===== src/rtl/ifetch_unit_pkg.sv =====
// ----------------------------------------------------------------------------
// ifetch_unit_pkg
// Shared CPU pipeline constants used by the fetch stage:
//   NOP_INSTR      - instruction word presented when no fetched instruction
//                    is available (addi x0,x0,0)
//   ST_BOOT/RUN/DRAIN - fetch controller state encoding
//   fetch_entry_t  - one fetch-queue entry {pc, instruction}
//   word_align()   - clears the byte-offset bits of an address
// ----------------------------------------------------------------------------
package ifetch_unit_pkg;

  localparam logic [31:0] NOP_INSTR = 32'h0000_0013;

  localparam logic [1:0] ST_BOOT  = 2'd0;
  localparam logic [1:0] ST_RUN   = 2'd1;
  localparam logic [1:0] ST_DRAIN = 2'd2;

  typedef struct packed {
    logic [31:0] pc;
    logic [31:0] data;
  } fetch_entry_t;

  function automatic logic [31:0] word_align(input logic [31:0] addr);
    return addr & 32'hFFFF_FFFC;
  endfunction

endpackage


===== src/rtl/ifetch_unit_fifo.sv =====
// ----------------------------------------------------------------------------
// fetch_fifo
// Small synchronous FIFO holding fetched {pc, instruction} pairs.
// Ports:
//   clk, rst_n        - clock, synchronous active-low reset
//   push, push_data   - write an entry (ignored when full)
//   pop               - drop the head entry (ignored when empty)
//   flush             - empty the queue; wins over push and pop
//   head_data         - current head entry (meaningful when count != 0)
//   count             - number of valid entries, 0..DEPTH
// DEPTH must be a power of two so the pointers wrap naturally.
// ----------------------------------------------------------------------------
module fetch_fifo #(
  parameter int DEPTH = 2,
  parameter int WIDTH = 64,
  localparam int PW = (DEPTH > 1) ? $clog2(DEPTH) : 1,
  localparam int CW = $clog2(DEPTH + 1)
) (
  input  logic             clk,
  input  logic             rst_n,
  input  logic             push,
  input  logic [WIDTH-1:0] push_data,
  input  logic             pop,
  input  logic             flush,
  output logic [WIDTH-1:0] head_data,
  output logic [CW-1:0]    count
);

  logic [WIDTH-1:0] mem_r [DEPTH];
  logic [PW-1:0]    wr_ptr_r;
  logic [PW-1:0]    rd_ptr_r;
  logic [CW-1:0]    count_r;
  logic             push_ok_s;
  logic             pop_ok_s;

  // Qualify push/pop against full/empty.
  always_comb begin
    push_ok_s = push && (count_r != CW'(DEPTH));
    pop_ok_s  = pop && (count_r != {CW{1'b0}});
  end

  // Pointer and occupancy tracking.
  always_ff @(posedge clk) begin
    if (!rst_n) begin
      wr_ptr_r <= {PW{1'b0}};
      rd_ptr_r <= {PW{1'b0}};
      count_r  <= {CW{1'b0}};
    end else if (flush) begin
      wr_ptr_r <= {PW{1'b0}};
      rd_ptr_r <= {PW{1'b0}};
      count_r  <= {CW{1'b0}};
    end else begin
      if (push_ok_s) wr_ptr_r <= wr_ptr_r + PW'(1);
      if (pop_ok_s)  rd_ptr_r <= rd_ptr_r + PW'(1);
      case ({push_ok_s, pop_ok_s})
        2'b10:   count_r <= count_r + CW'(1);
        2'b01:   count_r <= count_r - CW'(1);
        default: count_r <= count_r;
      endcase
    end
  end

  // Entry storage; contents are don't-care until written.
  always_ff @(posedge clk) begin
    if (rst_n && !flush && push_ok_s) begin
      mem_r[wr_ptr_r] <= push_data;
    end
  end

  assign head_data = mem_r[rd_ptr_r];
  assign count     = count_r;

endmodule


===== src/rtl/ifetch_unit.sv =====
// ----------------------------------------------------------------------------
// ifetch_unit
// Instruction fetch stage: issues word-aligned requests to instruction memory,
// queues in-order responses with their PCs and presents them to IF/ID.
// Ports:
//   clk, rst_n                 - clock, synchronous active-low reset
//   checkpre_flush, redirect_pc - redirect request and its target
//   feedforward_stall          - downstream is not consuming this cycle
//   imem_req_valid/ready/addr  - memory request handshake
//   imem_resp_valid/data       - in-order memory response
//   instrmem_instr_data, instr_addr_o, fetch_valid - output to IF/ID
// Responses for requests issued before a redirect are counted in drop_cnt_r
// and discarded in DRAIN. Requests are only issued in RUN, so every request
// outstanding in RUN belongs to one contiguous address run ending at
// fetch_pc_r; the oldest one's PC is fetch_pc_r - 4*outstanding.
// ----------------------------------------------------------------------------
module ifetch_unit
  import ifetch_unit_pkg::*;
#(
  parameter logic [31:0] RESET_PC = 32'h0000_0000,
  parameter int          FQ_DEPTH = 2
) (
  input  logic        clk,
  input  logic        rst_n,
  input  logic        checkpre_flush,
  input  logic [31:0] redirect_pc,
  input  logic        feedforward_stall,
  output logic        imem_req_valid,
  input  logic        imem_req_ready,
  output logic [31:0] imem_req_addr,
  input  logic        imem_resp_valid,
  input  logic [31:0] imem_resp_data,
  output logic [31:0] instrmem_instr_data,
  output logic [31:0] instr_addr_o,
  output logic        fetch_valid
);

  localparam int            CW         = $clog2(FQ_DEPTH + 1);
  localparam logic [CW:0]   FQ_DEPTH_W = (CW + 1)'(FQ_DEPTH);

  logic [1:0]    state_r;
  logic [31:0]   fetch_pc_r;
  logic [CW-1:0] outstanding_r;
  logic [CW-1:0] drop_cnt_r;

  logic [CW-1:0] fq_count_s;
  logic [CW-1:0] out_after_resp_s;
  logic [CW:0]   inflight_s;
  logic          resp_ok_s;
  logic          req_fire_s;
  logic          push_s;
  logic          pop_s;
  logic [31:0]   resp_pc_s;
  fetch_entry_t  push_entry_s;
  fetch_entry_t  head_s;

  // Request issue and response qualification.
  always_comb begin
    inflight_s = {1'b0, fq_count_s} + {1'b0, outstanding_r};
    if (rst_n && (state_r == ST_RUN) && !checkpre_flush && (inflight_s < FQ_DEPTH_W)) begin
      imem_req_valid = 1'b1;
    end else begin
      imem_req_valid = 1'b0;
    end
    req_fire_s = imem_req_valid && imem_req_ready;
    // A response with nothing outstanding is stray and must not underflow.
    resp_ok_s  = imem_resp_valid && (outstanding_r != {CW{1'b0}});
    if (resp_ok_s) begin
      out_after_resp_s = outstanding_r - CW'(1);
    end else begin
      out_after_resp_s = outstanding_r;
    end
    resp_pc_s         = fetch_pc_r - 32'({outstanding_r, 2'b00});
    push_entry_s.pc   = resp_pc_s;
    push_entry_s.data = imem_resp_data;
    push_s = resp_ok_s && (state_r == ST_RUN) && !checkpre_flush;
    pop_s  = (fq_count_s != {CW{1'b0}}) && !feedforward_stall && !checkpre_flush;
  end

  assign imem_req_addr = fetch_pc_r;

  // Controller state, fetch PC and in-flight bookkeeping.
  always_ff @(posedge clk) begin
    if (!rst_n) begin
      state_r       <= ST_BOOT;
      fetch_pc_r    <= RESET_PC;
      outstanding_r <= {CW{1'b0}};
      drop_cnt_r    <= {CW{1'b0}};
    end else if (checkpre_flush) begin
      // No request is issued while flushing, so only a response can
      // reduce what is still in flight.
      fetch_pc_r    <= word_align(redirect_pc);
      outstanding_r <= out_after_resp_s;
      drop_cnt_r    <= out_after_resp_s;
      state_r       <= (out_after_resp_s != {CW{1'b0}}) ? ST_DRAIN : ST_RUN;
    end else begin
      case (state_r)
        ST_BOOT:  state_r <= ST_RUN;
        ST_RUN:   state_r <= ST_RUN;
        ST_DRAIN: begin
          if ((drop_cnt_r == {CW{1'b0}}) || (resp_ok_s && (drop_cnt_r == CW'(1)))) begin
            state_r <= ST_RUN;
          end else begin
            state_r <= ST_DRAIN;
          end
        end
        default:  state_r <= ST_BOOT;
      endcase

      if (req_fire_s) fetch_pc_r <= fetch_pc_r + 32'd4;

      case ({req_fire_s, resp_ok_s})
        2'b10:   outstanding_r <= outstanding_r + CW'(1);
        2'b01:   outstanding_r <= outstanding_r - CW'(1);
        default: outstanding_r <= outstanding_r;
      endcase

      if ((state_r == ST_DRAIN) && resp_ok_s && (drop_cnt_r != {CW{1'b0}})) begin
        drop_cnt_r <= drop_cnt_r - CW'(1);
      end
    end
  end

  fetch_fifo #(
    .DEPTH (FQ_DEPTH),
    .WIDTH (64)
  ) u_fetch_fifo (
    .clk       (clk),
    .rst_n     (rst_n),
    .push      (push_s),
    .push_data (push_entry_s),
    .pop       (pop_s),
    .flush     (checkpre_flush),
    .head_data (head_s),
    .count     (fq_count_s)
  );

  // IF/ID presentation: head of queue, or a NOP bubble when empty.
  always_comb begin
    if (fq_count_s != {CW{1'b0}}) begin
      instrmem_instr_data = head_s.data;
      instr_addr_o        = head_s.pc;
      fetch_valid         = 1'b1;
    end else begin
      instrmem_instr_data = NOP_INSTR;
      instr_addr_o        = 32'd0;
      fetch_valid         = 1'b0;
    end
  end

endmodule


===== config.mk =====
export PLATFORM = sky130hd
export DESIGN_NAME = ifetch_unit
export DESIGN_NICKNAME = d
export VERILOG_FILES = /design/src/rtl/ifetch_unit_pkg.sv /design/src/rtl/ifetch_unit_fifo.sv /design/src/rtl/ifetch_unit.sv
export SDC_FILE = /design/constraint.sdc
export NUM_CORES = 1
export LEC_CHECK = 0
export BUFFER_PORTS_ARGS = -buffer_cell sky130_fd_sc_hd__buf_2
export CAP_MARGIN = 0
export CORE_UTILIZATION = 49
export CTS_BUF_LIST = sky130_fd_sc_hd__clkbuf_4 sky130_fd_sc_hd__clkbuf_8 sky130_fd_sc_hd__clkbuf_16
export CTS_CLUSTER_DIAMETER = 60
export DETAILED_ROUTE_END_ITERATION = 10
export MAX_ROUTING_LAYER = met4
export PLACE_DENSITY_LB_ADDON = 0.12
export SKIP_CTS_REPAIR_TIMING = 1
export SYNTH_ARGS = -nofsm -noshare
export SYNTH_HDL_FRONTEND = slang
export SYNTH_SLANG_ARGS = --single-unit

===== constraint.sdc =====
create_clock -name clk -period 6.06 [get_ports clk]
set_input_delay 0.909 -clock clk [delete_from_list [all_inputs] [get_ports clk]]
set_output_delay 0.909 -clock clk [all_outputs]
set_load 0.01 [all_outputs]

==> metrics.md <==
| Metric | Value |
|---|---|
| Worst vdd ir | `0.203 mV` |
| Global-route wire length before repair | `26900 um` |
| Measured slew at the worst slew-check pin | `1080 ps` |
| LEAKAGE | `0.00346 uW` |
| Clock Sink Count | `165` |
| DP Worst Slack | `2190 ps` |
| Worst-skew pair later-pin latency | `420 ps` |
| Die Span X | `127 um` |
| Vias in the first global route | `5332` |
| Kind of end point of the critical path | `primary output` |
| Final number of max-transition violations | `0` |
| Final Wtd Congestion | `0.840` |
| Number of iterations in the first detailed-routing pass | `4` |
| Number of hold violations in the final report | `0` |
| Proportion of total power due to net switching | `0.241` |
| Internal power contribution | `2070 uW` |
| Post-layout minimum cycle time | `3450 ps` |
| Post-detailed-route wirelength per cell | `17.2 um` |
| Ys async rst share | `0` |
| Via density per instance | `5.59` |
| Sum of negative setup slack | `0 ps` |
| Portion of the clock cycle consumed by the worst path in the final layout | `0.569` |
| Most used flip-flop cell after synthesis | `sky130_fd_sc_hd__edfxtp_1` |
| CP Data Required Time | `5150 ps` |
| Number of antenna violations at the first check in global routing | `1` |
| Headroom to the max-slew limit | `0.277` |
| Final antenna-violating net count | `0` |
| Total CTS buffers | `17` |
| Final setup fails | `0` |
| Mean post-synth cell area | `11.6 sq um` |
| Proportion of layout cells with a drive suffix above 1 | `0.263` |
| Count of boundary I/O pins | `168` |
| Crit path max fanout | `26` |
| Total number of vias | `5582` |
| Dpl cells | `966` |
| Final critical-path setup slack | `2610 ps` |
| Path category of the worst min-delay check | `flip-flop to flip-flop` |
| # rows | `45` |
| Overall Global Routing Usage | `0.223` |
| Area growth from synthesis to final layout | `19.4%` |
| Maximum number of buffers from clock root to sink | `2` |
| Post-synthesis cell type count | `61` |
| Worst setup path category | `primary input to primary output` |
| RSZ-0062 raised after global routing | `false` |
| Yosys Warn Count | `0` |
| # port buffers | `161` |
| Critical path startpoint category | `primary input` |
| Chip height | `127 um` |
| Clock tree root buffer cell | `sky130_fd_sc_hd__clkbuf_16` |
| Final-stage net count | `876` |
| Proportion of synthesized chip area in sequential cells | `0.595` |
| Congestion Overflow GR | `0` |
| Detailed-placement wirelength estimate | `11500 um` |
| Cell Count, Final, Fillers Out | `999` |
| P_sw | `658 uW` |
| Power per unit of standard cell area | `299 nW/um^2` |
| Critical path data arrival time | `2540 ps` |
| Drt total wl | `17100 um` |
| Number of instances in the synthesized netlist | `656` |
| Level count of the clock H-tree | `4` |
| Register clock-pin slew on the reported worst setup and hold paths | `60 ps` |
| Max-capacitance violation count | `0` |
| Initial core utilization | `0.502` |
| Number of DRC markers after the initial detailed-route iteration | `404` |
| Status | `completed` |
| Max Freq | `290 MHz` |
| Seq cells post-synth | `165` |
| Clock tree from TritonCTS | `built` |
| Drt drc | `0` |
| Sequential cell fraction of total power | `0.488` |
| Worst setup skew after layout | `6.89 ps` |
| Combinational Power Share | `0.122` |
| Core footprint | `15200 sq um` |
| Number of enable flip-flop cells after synthesis | `124` |
| Largest net degree at the start of global routing | `63` |
| Die area | `16100 sq um` |
| Netlist Area Pre-Place | `7640 sq um` |
| Clock share of power | `0.390` |
-- placed cells by master (no fill, tap or decap), types with 6 or more instances in the layout --
cell and count:
sky130_fd_sc_hd__a31oi_1 10, sky130_fd_sc_hd__dfxtp_1 40, sky130_fd_sc_hd__nand2_1 47, sky130_fd_sc_hd__a21oi_1 19, sky130_fd_sc_hd__o311ai_1 7, sky130_fd_sc_hd__ha_1 7, sky130_fd_sc_hd__nor4_1 7, sky130_fd_sc_hd__or4_1 6
sky130_fd_sc_hd__clkbuf_16 17, sky130_fd_sc_hd__or3_1 10, sky130_fd_sc_hd__buf_2 161, sky130_fd_sc_hd__nor2_1 89, sky130_fd_sc_hd__inv_1 14, sky130_fd_sc_hd__edfxtp_1 124, sky130_fd_sc_hd__xnor2_1 14, sky130_fd_sc_hd__nor3_1 13
sky130_fd_sc_hd__mux2i_1 63, sky130_fd_sc_hd__o21ai_0 15, sky130_fd_sc_hd__nand4_1 9, sky130_fd_sc_hd__xor2_1 21, sky130_fd_sc_hd__nand3_1 19
-- Yosys cell counts (all sizes together), types with 2 or more instances --
| library cell | instances | area [sq um] |
|---|---|---|
| edfxtp | 124 | 3720 |
| nor2 | 90 | 338 |
| mux2i | 63 | 631 |
| nand2 | 47 | 176 |
| dfxtp | 41 | 821 |
| clkbuf | 30 | 114 |
| xor2 | 21 | 184 |
| nand3 | 20 | 105 |
| a21oi | 19 | 95.1 |
| buf | 16 | 96.4 |
| nor3 | 15 | 80.1 |
| o21ai | 15 | 75.1 |
| inv | 14 | 52.6 |
| xnor2 | 14 | 123 |
| o311ai | 11 | 96.3 |
| a31oi | 10 | 62.6 |
| or3 | 10 | 62.6 |
| nand4 | 9 | 56.3 |
| nor4 | 8 | 65.1 |
| or4 | 8 | 67.6 |
| ha | 7 | 87.6 |
| and2 | 5 | 31.3 |
| and3 | 5 | 31.3 |
| nor2b | 5 | 31.3 |
| o211ai | 5 | 37.5 |
| a22oi | 4 | 30.0 |
| or2 | 4 | 25.0 |
| mux2 | 3 | 33.8 |
| o21a | 3 | 22.5 |
| o31ai | 3 | 22.5 |
| a211oi | 2 | 15.0 |
| fa | 2 | 40.0 |
| nand2b | 2 | 12.5 |
| nand3b | 2 | 15.0 |
| o211a | 2 | 20.0 |
| o22ai | 2 | 12.5 |
-- logic make-up after synthesis --
kind of cell | count (synthesis) | synth area share
other | 1 | 0.000491
XOR/XNOR | 35 | 0.0401
AND/OR/NAND/NOR | 237 | 0.154
multiplexers | 66 | 0.0870
flip-flops | 165 | 0.595
buffers and inverters | 61 | 0.0349
AO/OA/AOI/OAI | 82 | 0.0713
adder cells (fa/ha/maj) | 9 | 0.0167
-- metrics by stage --
step                 util  area [sq um]  power (uW)  hold slack, ps
floorplan               -          7650        1570             480
detailed placement  0.561          8530        1690             497
finish              0.600          9120        2730             514
CTS                 0.600          9120        2740             509
global route        0.600          9120        2830             582
global placement    0.561          8530        1670             478
-- final timing paths --
| path | from | slack (ps) | cells after the start | endpoint |
|---|---|---|---|---|
| max | rst_n | 2610 | 4 | imem_req_valid |
| min | u_fetch_fifo.rd_ptr_r$_SDFFE_PP0P_ | 510 | 2 | flip-flop |
| max reg2reg | u_fetch_fifo.count[0]$_SDFFE_PP0P_ | 2670 | 7 | imem_req_addr[22]$_SDFFE_PN0P_ |
| min reg2reg | u_fetch_fifo.rd_ptr_r$_SDFFE_PP0P_ | 510 | 2 | flip-flop |
-- critical path, cell delays in order --
cell,delay [ps]
sky130_fd_sc_hd__buf_2,200
sky130_fd_sc_hd__clkinv_1,700
sky130_fd_sc_hd__nor4_1,510
sky130_fd_sc_hd__buf_2,210
-- power groups by stage --
stage               clock network, uW  logic, uW  registers [uW]
detailed placement                  0        332            1350
finish                           1060        333            1330
global placement                    0        316            1350
global route                     1130        371            1340
CTS                              1080        334            1330
floorplan                           0        241            1330
-- flip-flops by register name, indices dropped and copies added, names as in the netlist, named ones only --
signal and cells:
u_fetch_fifo.mem_r 124, drop_cnt_r 2, outstanding_r 2, u_fetch_fifo.count 2, u_fetch_fifo.wr_ptr_r 1, state_r 2
u_fetch_fifo.rd_ptr_r 1, imem_req_addr 30
-- layout make-up --
cell class / count / area, sq um
Fill cell: 1303 / 6080
Multi-Input combinational cell: 433 / 2860
Antenna cell: 1 / 2.50
Tap cell: 188 / 235
Clock buffer: 20 / 448
Sequential cell: 165 / 4550
Timing Repair Buffer: 165 / 836
Inverter: 15 / 56.3
Clock inverter: 12 / 136
-- layer usage --
layer	GRT usage	vias to the layer above	share of wire
met1	0.283	2669	0.45
met2	0.356	212	0.47
met4	0.0819	0	0.017
met5	-	-	0
met3	0.0422	19	0.061
li1	-	2682	-
Power figures use the tool's default switching activity.
